**src/rtl/id_ex_stage.sv**
```systemverilog
// ID/EX pipeline register with EX/MEM and MEM/WB operand forwarding
// and load-use bubble insertion ahead of the ALU.
module id_ex_stage #(
    parameter int DATA_W = 32,
    parameter int REG_W  = 5
) (
    input  logic              clk,
    input  logic              reset_n,
    input  logic              stall,
    input  logic              flush,
    input  logic              id_valid,
    input  logic [REG_W-1:0]  id_rs,
    input  logic [REG_W-1:0]  id_rt,
    input  logic [REG_W-1:0]  id_rd,
    input  logic [DATA_W-1:0] id_rs_data,
    input  logic [DATA_W-1:0] id_rt_data,
    input  logic [DATA_W-1:0] id_imm,
    input  logic              id_alu_src,
    input  logic              id_reg_dst,
    input  logic [3:0]        id_alu_op,
    input  logic              id_reg_write,
    input  logic              id_mem_read,
    input  logic              id_mem_write,
    input  logic              id_mem_to_reg,
    input  logic              exmem_reg_write,
    input  logic [REG_W-1:0]  exmem_rd,
    input  logic [DATA_W-1:0] exmem_result,
    input  logic              memwb_reg_write,
    input  logic [REG_W-1:0]  memwb_rd,
    input  logic [DATA_W-1:0] memwb_data,
    output logic              ex_valid,
    output logic [DATA_W-1:0] alu_a,
    output logic [DATA_W-1:0] alu_b,
    output logic [3:0]        alu_op,
    output logic [DATA_W-1:0] ex_store_data,
    output logic [REG_W-1:0]  ex_dest,
    output logic              ex_reg_write,
    output logic              ex_mem_read,
    output logic              ex_mem_write,
    output logic              ex_mem_to_reg,
    output logic              load_use_stall
);

    logic              valid_q, valid_d;
    logic [REG_W-1:0]  rs_q, rs_d;
    logic [REG_W-1:0]  rt_q, rt_d;
    logic [DATA_W-1:0] rs_data_q, rs_data_d;
    logic [DATA_W-1:0] rt_data_q, rt_data_d;
    logic [DATA_W-1:0] imm_q, imm_d;
    logic              alu_src_q, alu_src_d;
    logic [3:0]        alu_op_q, alu_op_d;
    logic [REG_W-1:0]  dest_q, dest_d;
    // {reg_write, mem_read, mem_write, mem_to_reg}
    logic [3:0]        ctrl_q, ctrl_d;

    logic              ex_hit_rs, wb_hit_rs;
    logic              ex_hit_rt, wb_hit_rt;
    logic [DATA_W-1:0] rs_fwd, rt_fwd;

    always_ff @(posedge clk or negedge reset_n) begin
        if (!reset_n) begin
            valid_q   <= 1'b0;
            rs_q      <= '0;
            rt_q      <= '0;
            rs_data_q <= '0;
            rt_data_q <= '0;
            imm_q     <= '0;
            alu_src_q <= 1'b0;
            alu_op_q  <= '0;
            dest_q    <= '0;
            ctrl_q    <= '0;
        end else begin
            valid_q   <= valid_d;
            rs_q      <= rs_d;
            rt_q      <= rt_d;
            rs_data_q <= rs_data_d;
            rt_data_q <= rt_data_d;
            imm_q     <= imm_d;
            alu_src_q <= alu_src_d;
            alu_op_q  <= alu_op_d;
            dest_q    <= dest_d;
            ctrl_q    <= ctrl_d;
        end
    end

    always_comb begin
        valid_d   = valid_q;
        rs_d      = rs_q;
        rt_d      = rt_q;
        rs_data_d = rs_data_q;
        rt_data_d = rt_data_q;
        imm_d     = imm_q;
        alu_src_d = alu_src_q;
        alu_op_d  = alu_op_q;
        dest_d    = dest_q;
        ctrl_d    = ctrl_q;
        if (flush || (!stall && load_use_stall)) begin
            valid_d  = 1'b0;
            alu_op_d = '0;
            ctrl_d   = '0;
        end else if (!stall) begin
            valid_d   = id_valid;
            rs_d      = id_rs;
            rt_d      = id_rt;
            rs_data_d = id_rs_data;
            rt_data_d = id_rt_data;
            imm_d     = id_imm;
            alu_src_d = id_alu_src;
            alu_op_d  = id_alu_op;
            dest_d    = id_reg_dst ? id_rd : id_rt;
            ctrl_d    = {id_reg_write, id_mem_read,
                         id_mem_write, id_mem_to_reg}
                        & {4{id_valid}};
        end
    end

    // Register 0 is hardwired, so a write to it is never forwarded.
    assign ex_hit_rs = exmem_reg_write && (exmem_rd != '0)
                       && (exmem_rd == rs_q);
    assign wb_hit_rs = memwb_reg_write && (memwb_rd != '0)
                       && (memwb_rd == rs_q);
    assign ex_hit_rt = exmem_reg_write && (exmem_rd != '0)
                       && (exmem_rd == rt_q);
    assign wb_hit_rt = memwb_reg_write && (memwb_rd != '0)
                       && (memwb_rd == rt_q);

    assign rs_fwd = ex_hit_rs ? exmem_result :
                    wb_hit_rs ? memwb_data   : rs_data_q;
    assign rt_fwd = ex_hit_rt ? exmem_result :
                    wb_hit_rt ? memwb_data   : rt_data_q;

    assign alu_a         = rs_fwd;
    assign alu_b         = alu_src_q ? imm_q : rt_fwd;
    assign ex_store_data = rt_fwd;
    assign alu_op        = alu_op_q;
    assign ex_dest       = dest_q;
    assign ex_valid      = valid_q;
    assign ex_reg_write  = ctrl_q[3] & valid_q;
    assign ex_mem_read   = ctrl_q[2] & valid_q;
    assign ex_mem_write  = ctrl_q[1] & valid_q;
    assign ex_mem_to_reg = ctrl_q[0] & valid_q;

    assign load_use_stall = valid_q && ctrl_q[2] && (dest_q != '0)
                            && id_valid
                            && ((dest_q == id_rs) || (dest_q == id_rt));

endmodule

```
**config.mk**
```make
export PLATFORM = sky130hd
export DESIGN_NAME = id_ex_stage
export DESIGN_NICKNAME = d
export VERILOG_FILES = /design/src/rtl/id_ex_stage.sv
export SDC_FILE = /design/constraint.sdc
export NUM_CORES = 1
export LEC_CHECK = 0
export BUFFER_PORTS_ARGS = -buffer_cell sky130_fd_sc_hd__buf_2
export CORE_ASPECT_RATIO = 1.5
export CORE_MARGIN = 2
export CORE_UTILIZATION = 45
export CTS_CLUSTER_SIZE = 14
export DETAILED_ROUTE_END_ITERATION = 10
export PLACE_DENSITY_LB_ADDON = 0.15
export SLEW_MARGIN = 20
export SYNTH_ARGS = -nofsm -noshare
export SYNTH_HDL_FRONTEND = slang
export SYNTH_SLANG_ARGS = --single-unit
export TNS_END_PERCENT = 5
```
**constraint.sdc**
```tcl
create_clock -name clk -period 6.3 [get_ports clk]
set_clock_uncertainty 0.05 [all_clocks]
set_input_delay 1.26 -clock clk [delete_from_list [all_inputs] [get_ports clk]]
set_output_delay 1.26 -clock clk [all_outputs]
set_load 0.03 [all_outputs]
```
==> metrics.csv <==
metric,value,unit
Synth top cells by count,"dfrtp_1 (121), mux2_1 (80), mux2_2 (69), nand3_1 (39), o21ai_0 (36)",
worst reg2reg path startpoint,ex_dest[1],
Longest Clk Path Bufs,2,
Buffers on Ports,312,
CTS clock-pin slew for the worst setup and hold paths,0.06,ns
final-report setup violation count,0,
Final min period,4.99,ns
GRT overflow,0,
DP Worst Slack,1.25,ns
YS warnings,0,
worst path bufs/invs,3,
most frequent cell after synthesis,dfrtp_1,
final weighted congestion in routability-driven placement,0.867,
hold_buf cts,0,
FP Rows,55,
slowest CP cell,or4_1,
Mean Syn Cell Area,11.0,µm²
HP Class,reg2reg,
ranking of synthesized cells by area,"dfrtp_1 (44%), mux2_1 (13%), mux2_2 (11%)",
asr flop ratio synth,100,%
GRT Util Overall,26.5,%
CTS root buffer,clkbuf_16,
Power Dens Cells,313,mW/mm²
Die Span Y,155,µm
Starting Density,45.7,%
Final HPWL DP,15600,µm
Netlist Area Pre-Place,0.00686,mm²
Final Hold Fails,0,
number of setup buffers added after CTS,0,
total die area,0.0163,mm²
final setup TNS,0,ns
status,"finished, final reports clean",
LEAKAGE,4.08,nW
Final WS setup,1.31,ns
CP Class,in2out,
vias in the first global route,6472,
Post-DRT Antenna Nets,0,
RSZ-0062 raised after global routing,no,
CTS Buf Count,17,
Mapped Nets,825,
First-pass DRT Iterations,4,
worst reg2reg path depth,5,
first-pass GRT wire length,33500,µm
post-CTS sizing,0,
Fill cells,1372,
vias per std cell,5.48,
critical path depth,8,
core region area,0.0150,mm²
P&R area growth vs syn,32.7,%
cell mode on critical path,buf_2,
count of cell types in the netlist,34,
worst skew pair latency,0.42,ns
worst path cell trace,buf_2 -> or4_1 -> o211ai_4 -> or2_1 -> buf_4 -> a31oi_1 -> mux2_2 -> buf_2,
placed cell count,1098,
Synth top area share,44.2,%
fin. max-slew vios,0,
Worst-Margin Slew,0.930,ns
chip width,105,µm
Vias,6195,
CP Max Fanout,20,
Seq cells post-synth,121,
drt total wl,21500,µm
Gate Count Post-Synth,623,
sequential element share of the synthesized area,44.2,%
Ports,313,
Worst Setup Start Kind,primary input,
initial antenna violation count,2,
share of layout cells above drive strength 1,46.5,%
kind of end point of the critical path,output port,
Final Cycle Share,79.2,%
Max-Cap Viols,0,
CTS H-tree lvls,4,
pin count of the biggest net entering global routing,70,
R2R Path End,rs_data_q[13],
worst stage delay on the critical path,0.61,ns
clk sinks,121,
Hold Crit Depth,2,
arrival time worst endpoint,3.68,ns
end of the worst hold path,ctrl_q[2],
"EDFF count, synth",0,
Avg WL per Cell,19.0,µm
highest clock rate,200,MHz
CTS tree,built,
Slew headroom,38.0,%
min-delay src,ctrl_q[2],
WP data required,4.99,ns
Layout Cells excl Fill,1131,
R2R setup slack,3.38,ns
NumNets Final,1120,
drc violations,0,
Worst VDD drop,0.151,mV
DRT iter0 DRCs,222,
cell family with most CP delay,simple AND/OR/NAND/NOR gates,
Main synth FF type,dfrtp_1,
Synth area leader,dfrtp_1,
[worst max-delay path by stage]
stage	to	startpoint	slack (ns)
after global placement	alu_b[29]	memwb_rd[4]	1.26
after detailed placement	alu_b[29]	memwb_rd[4]	1.25
after floorplan	alu_b[10]	memwb_rd[1]	1.64
final	alu_b[1]	exmem_rd[1]	1.31
after global routing	alu_b[1]	exmem_rd[1]	1.19
after CTS	alu_b[29]	memwb_rd[4]	1.24
[power breakdown]
group | internal (mW) | leakage (nW) | switching [mW]
Clock | 0.587 | 0.271 | 0.363
Combinational | 0.345 | 2.37 | 0.592
Sequential | 0.888 | 1.44 | 0.0756
Total | 1.82 | 4.08 | 1.03
[worst min-delay path, cell delays in order, from the launching register on]
cell     delay [ns]
dfrtp_1        0.33
nand2_1        0.04
o21ai_0        0.06
[flip-flops by register name (all words and copies together) (netlist names), 4 cells and up]
signal,cells
imm_q,32
rs_data_q,32
rt_data_q,32
ex_dest,5
rs_q,5
rt_q,5
alu_op,4
ctrl_q,4
[through the flow]
stage	utilization, %	hold WS, ns	total power, mW	cell area (µm²)
finish	60.7	0.422	2.85	9100
global route	60.7	0.438	2.98	9100
CTS	60.6	0.430	2.87	9100
detailed placement	56.8	0.417	1.91	8530
global placement	56.8	0.408	1.90	8530
floorplan	-	0.392	1.59	6860
[area by class of cell]
class | instances | area, µm² | area share (%)
inverter | 2 | 7.51 | 0.0825
timing repair buffer | 325 | 1660 | 18.3
antenna | 2 | 5.00 | 0.0550
sequential | 121 | 3030 | 33.3
multi-input combinational | 451 | 3580 | 39.3
clock buffer | 19 | 443 | 4.87
clock inverter | 12 | 128 | 1.40
tap | 199 | 249 | 2.74
[kinds of logic after synthesis]
family	share of synthesized area [%]
mux	29.1
simple gates	9.05
flops	44.2
compound gates	9.71
buf+inv	4.12
xor+xnor	3.83
[routing by layer]
layer	routed length, µm	global-route usage, %	vias to the layer above
met5	0	0	-
met4	467	10.5	0
met3	1470	7.12	33
met2	11500	48.2	272
met1	8080	29.2	3011
li1	-	-	2879
[cells in the final DEF (no fill, tap or decap), drive strengths merged, types with 25 or more instances in the layout]
master | netlist | routed
xnor2 | 25 | 25
o21ai | 37 | 37
dfrtp | 121 | 121
nor2 | 34 | 34
a21oi | 32 | 32
a31oi | 32 | 32
nand3 | 39 | 39
mux2i | 32 | 32
buf | 30 | 325
nor3 | 32 | 32
mux2 | 149 | 149
(Power assumes the default switching activity.)
